**src/rtl/pong_pkg.sv**
```systemverilog
// Shared paddle constants and the per-channel state encoding.
// PADDLE_FULL_RANGE_EN selects the shorter minimum delay in the channels.
package pong_pkg;

  localparam int VOFS_DEF    = 21;
  localparam int VMIN_DEF    = 38;
  localparam int VMIN_FR_DEF = 22;
  localparam int PAD_H_DEF   = 15;

  typedef enum logic [1:0] {
    CH_IDLE  = 2'd0,
    CH_DELAY = 2'd1,
    CH_DRAW  = 2'd2
  } chan_state_e;

endpackage

```
**src/rtl/paddle_chan.sv**
```systemverilog
// One paddle channel: 555-style line countdown followed by a PAD_H-line draw window.
// PADDLE_FULL_RANGE_EN: minimum delay is VMIN_FR instead of VMIN.
module paddle_chan
  import pong_pkg::*;
#(
  parameter int POS_W   = 8,
  parameter int CNT_W   = 9,
  parameter int ROW_W   = 4,
  parameter int VOFS    = VOFS_DEF,
  parameter int VMIN    = VMIN_DEF,
  parameter int VMIN_FR = VMIN_FR_DEF,
  parameter int PAD_H   = PAD_H_DEF
) (
  input  logic             clk,
  input  logic             reset,
  input  logic             ln_i,
  input  logic             v256_n_i,
  input  logic [POS_W-1:0] vpos_i,
  output logic [ROW_W-1:0] row_o,
  output logic             vpad_n_o,
  output chan_state_e      state_o
);

`ifdef PADDLE_FULL_RANGE_EN
  localparam int MIN_DELAY = VMIN_FR;
`else
  localparam int MIN_DELAY = VMIN;
`endif

  localparam logic [CNT_W-1:0] VOFS_C  = CNT_W'(VOFS);
  localparam logic [CNT_W-1:0] MIN_C   = CNT_W'(MIN_DELAY);
  localparam logic [CNT_W-1:0] CNT_ONE = CNT_W'(1);
  localparam logic [ROW_W-1:0] PAD_H_C = ROW_W'(PAD_H);
  localparam logic [ROW_W-1:0] ROW_ONE = ROW_W'(1);

  logic [CNT_W-1:0] cnt_q, cnt_d;
  logic             trig_q, trig_d;
  logic [ROW_W-1:0] row_q, row_d;
  logic             vpad_n_q, vpad_n_d;
  logic [CNT_W-1:0] load_sum, load_val;

  // CNT_W is sized so the offset sum never wraps.
  assign load_sum = CNT_W'(vpos_i) + VOFS_C;
  assign load_val = (load_sum < MIN_C) ? MIN_C : load_sum;

  always_ff @(posedge clk or posedge reset) begin
    if (reset) begin
      cnt_q    <= '0;
      trig_q   <= 1'b0;
      row_q    <= PAD_H_C;
      vpad_n_q <= 1'b1;
    end else begin
      cnt_q    <= cnt_d;
      trig_q   <= trig_d;
      row_q    <= row_d;
      vpad_n_q <= vpad_n_d;
    end
  end

  always_comb begin
    cnt_d    = cnt_q;
    trig_d   = trig_q;
    row_d    = row_q;
    vpad_n_d = vpad_n_q;
    if (ln_i) begin
      if (cnt_q != '0) begin
        cnt_d = cnt_q - CNT_ONE;
        if (cnt_q == CNT_ONE) trig_d = 1'b0;
      end else if (!v256_n_i) begin
        cnt_d  = load_val;
        trig_d = 1'b1;
      end
      // Row follows the trigger as it was before this line.
      if (trig_q) row_d = '0;
      else if (row_q != PAD_H_C) row_d = row_q + ROW_ONE;
      vpad_n_d = trig_d | (row_d == PAD_H_C);
    end
  end

  always_comb begin
    if (trig_q)                state_o = CH_DELAY;
    else if (row_q != PAD_H_C) state_o = CH_DRAW;
    else                       state_o = CH_IDLE;
    row_o    = row_q;
    vpad_n_o = vpad_n_q;
  end

endmodule

```
**src/rtl/paddle_array.sv**
```systemverilog
// N-channel paddle vertical generator with a shared line-strobe detector.
// PADDLE_FULL_RANGE_EN (see paddle_chan) lowers the minimum delay for full-screen reach.
module paddle_array
  import pong_pkg::*;
#(
  parameter int NCH     = 2,
  parameter int POS_W   = 8,
  parameter int CNT_W   = 9,
  parameter int VOFS    = VOFS_DEF,
  parameter int VMIN    = VMIN_DEF,
  parameter int VMIN_FR = VMIN_FR_DEF,
  parameter int PAD_H   = PAD_H_DEF,
  parameter int ROW_W   = 4
) (
  input  logic                 clk,
  input  logic                 reset,
  input  logic                 hsync_n,
  input  logic                 v256_n,
  input  logic [NCH*POS_W-1:0] paddle_vpos,
  output logic [NCH*ROW_W-1:0] row,
  output logic [NCH-1:0]       vpad_n,
  output logic [NCH*2-1:0]     dbg_state
);

  logic hs_q;
  logic ln;

  always_ff @(posedge clk or posedge reset) begin
    if (reset) hs_q <= 1'b1;
    else       hs_q <= hsync_n;
  end

  // One-cycle strobe on the falling edge of hsync_n.
  assign ln = hs_q & ~hsync_n;

  for (genvar g = 0; g < NCH; g++) begin : g_chan
    chan_state_e st;

    paddle_chan #(
      .POS_W  (POS_W),
      .CNT_W  (CNT_W),
      .ROW_W  (ROW_W),
      .VOFS   (VOFS),
      .VMIN   (VMIN),
      .VMIN_FR(VMIN_FR),
      .PAD_H  (PAD_H)
    ) u_chan (
      .clk     (clk),
      .reset   (reset),
      .ln_i    (ln),
      .v256_n_i(v256_n),
      .vpos_i  (paddle_vpos[g*POS_W +: POS_W]),
      .row_o   (row[g*ROW_W +: ROW_W]),
      .vpad_n_o(vpad_n[g]),
      .state_o (st)
    );

    assign dbg_state[g*2 +: 2] = st;
  end

endmodule
```
**config.mk**
```make
export PLATFORM = sky130hd
export DESIGN_NAME = paddle_array
export DESIGN_NICKNAME = d
export VERILOG_FILES = /design/src/rtl/pong_pkg.sv /design/src/rtl/paddle_chan.sv /design/src/rtl/paddle_array.sv
export SDC_FILE = /design/constraint.sdc
export NUM_CORES = 1
export LEC_CHECK = 0
export BUFFER_PORTS_ARGS = -buffer_cell sky130_fd_sc_hd__buf_2
export CORE_AREA = 2 2 70 72
export DETAILED_ROUTE_END_ITERATION = 8
export DIE_AREA = 0 0 72 74
export GPL_TIMING_DRIVEN = 0
export PLACE_DENSITY = 0.79
export SLEW_MARGIN = 20
export SYNTH_ARGS = -nofsm -noshare
export SYNTH_HDL_FRONTEND = slang
export SYNTH_SLANG_ARGS = --single-unit
```
**constraint.sdc**
```tcl
create_clock -name clk -period 3.6 [get_ports clk]
set_input_delay 0.36 -clock clk [delete_from_list [all_inputs] [get_ports clk]]
set_output_delay 0.36 -clock clk [all_outputs]
set_load 0.01 [all_outputs]
```
==> results.txt <==
post-cts resize count: 0
leading area contributor after synthesis: dfrtp_1
Rel. slew slack: 55.45%
synth cell count leaders: a21oi_1 (29), nor2_1 (25), o21ai_0 (24)
Ys Warns: 0
Syn Nets: 320
status: finished, final reports clean
most frequent cell after synthesis: a21oi_1
Net Sw Power: 703.7 µW
Num CTS Buffers: 5
hold buffer count at cts: 0
Setup WS post-layout: 1493 ps
Starting Density: 52.30%
Fin. Hold Viols: 0
die width: 72 µm
top_reg_cell synth: dfrtp_1
sequential area share after synthesis: 32.83%
maximum clock insertion buffer count: 2
#FFs+latches synth: 31
Vias: 2353
final setup TNS: 0 ps
synth top area cells: dfrtp_1 (21%), dfstp_2 (12%), a21oi_1 (6.0%)
Critical Path AT: 2310 ps
HP Class: in -> async
root buffer cell: clkbuf_8
CTS Sinks: 31
placed instance area: 2623 µm²
reg2reg end: g_chan[0].u_chan.cnt_q[0]
Die Y: 74 µm
initial antenna violation count: 0
largest net degree at the start of global routing: 32
Post-synth EDFFs: 0
post-synth top area share: 20.81%
later-pin clock latency in the skew report: 290 ps
Mapped Area: 2405 µm²
async set or reset register ratio after synthesis: 100.0%
R2R depth: 7
max cap viols: 0
r2r setup slk: 1490 ps
crit path capture type: flop
P_int: 955.6 µW
die area: 5328 µm²
layout cells sized above 1: 19.39%
Routability Congestion: 0.8799
Core Box Area: 4598 µm²
Static Leak: 1.109 nW
Critical Path Start Type: flop
final global-route overflow total: 0
sequential fraction of design power: 41.5%
First DRT Iteration DRCs: 116
final WL: 5.617 mm
Worst VDD drop: 0.0001930 V
I/O Pins: 34
drt wl/cell: 14.63 µm
final setup fails: 0
Post-CTS Setup Bufs: 0
PwrDens: 613.9 nW/µm²
Tmin final: 2107 ps
H-tree levels: 2
Nets: 357
Max Fclk: 474.7 MHz
Max FO, Critical Path: 8
Reg clk slew, reported paths: 70 ps
synthesized instance count: 292
library cells used by synthesis: 63
Final ANT Viol Nets: 0
worst r2r src: g_chan[0].u_chan.cnt_q[0]
Antenna diodes: 0
Setup CP Type: reg -> reg
Site Rows: 25
Vias per Instance: 6.128
RSZ-0062 raised after global routing: no
Worst Path Required: 3800 ps
Sw Share: 42.41%
synthesis-to-finish area growth: 12.38%
CTS tree: done
port buffer count: 30
Pins Over Slew Limit: 0
final instance area: 2703 µm²
Final Util: 58.78%
All-Layer GR Usage: 22.84%
Clock Skews: 10.32 ps
dpl ws: 1440 ps
first-pass GRT wire length: 9.742 mm
drt drc: 0
Final Cycle Share: 58.51%
Final Hold Slack: 163.2 ps
Clk pwr share: 16.1%
hpwl dp: 4.111 mm
combinational power share: 42.4%
average cell area after synthesis: 8.236 µm²
Slew @ Worst Pin: 667.3 ps
DRT Pass-1 Iters: 4
number of global-route vias before repair: 2133
==> power by group through the flow <==
stage                     logic (mW)  registers [mW]  clock network [mW]
after global routing           0.799           0.715               0.285
final                          0.704           0.688               0.267
after floorplan                0.505           0.665                   0
after global placement         0.681           0.680                   0
after CTS                      0.702           0.684               0.270
after detailed placement       0.696           0.690                   0
==> registers in the layout (all words and copies together) (netlist names) <==
name and count:
hs_q 1, g_chan.u_chan.row_o 8, g_chan.u_chan.trig_q 2, g_chan.u_chan.cnt_q 18, g_chan.u_chan.vpad_n_o 2
==> routing by layer <==
metal / track usage, % / vias to the layer above / wire (µm)
met4: 7.966 / 0 / 79
li1: - / 1173 / -
met3: 4.607 / 9 / 252
met1: 30.69 / 1108 / 2710
met5: 0 / - / 0
met2: 37.14 / 63 / 2575
==> critical path, cell delays in order (launching register included) <==
cell	delay, ps
dfrtp_1	460
inv_1	90
ha_1	220
or3b_1	430
nor3_4	340
mux2_1	210
o41ai_1	80
o31ai_1	190
==> cells in the final DEF (no fill, tap or decap), drive strengths merged, types with 3 or more instances in the layout <==
| master | count |
|---|---|
| a211oi | 3 |
| a21o | 5 |
| a21oi | 29 |
| a31o | 3 |
| a31oi | 5 |
| buf | 34 |
| clkbuf | 18 |
| dfrtp | 20 |
| dfstp | 11 |
| ha | 8 |
| inv | 11 |
| nand2 | 22 |
| nand2b | 3 |
| nand3 | 14 |
| nand3b | 3 |
| nand4 | 4 |
| nor2 | 25 |
| nor3 | 11 |
| nor3b | 3 |
| nor4 | 4 |
| o21a | 4 |
| o21ai | 25 |
| o31ai | 8 |
| or3 | 3 |
| or4 | 3 |
| xnor2 | 5 |
| xor2 | 6 |
==> layout make-up <==
| type | instances | area, µm² |
|---|---|---|
| buffer | 14 | 67.56 |
| clock buffer | 8 | 80.08 |
| fill | 442 | 1896 |
| inverter | 11 | 41.29 |
| multi-input combinational | 236 | 1506 |
| sequential | 31 | 789.5 |
| tap | 54 | 67.56 |
| timing repair buffer | 30 | 150.1 |
==> worst max path at each step <==
stage | start | endpoint
after floorplan | g_chan[0].u_chan.cnt_q[0] | g_chan[0].u_chan.cnt_q[2]
after global placement | paddle_vpos[0] | g_chan[0].u_chan.cnt_q[3]
after detailed placement | paddle_vpos[0] | g_chan[0].u_chan.cnt_q[3]
after CTS | g_chan[0].u_chan.cnt_q[0] | g_chan[0].u_chan.cnt_q[0]
after global routing | g_chan[0].u_chan.cnt_q[0] | g_chan[0].u_chan.cnt_q[3]
final | g_chan[0].u_chan.cnt_q[0] | g_chan[0].u_chan.cnt_q[0]
==> through the flow <==
step	std cells	power [mW]
after floorplan	292	1.170
after global placement	376	1.361
after detailed placement	376	1.386
after CTS	384	1.656
after global routing	384	1.799
final	384	1.659
==> logic make-up (layout without fill, tap and decap cells) <==
logic type      count (synthesis)  count (layout)  share of synthesized area, %
compound gates                108             108                         29.45
xor+xnor                       11              11                         4.006
fa+ha+maj                       8               8                         4.162
buf+inv                        25              63                         4.527
flops                          31              31                         32.83
mux                             3               3                         1.301
simple gates                  106             106                         23.72
Power figures use the tool's default switching activity.
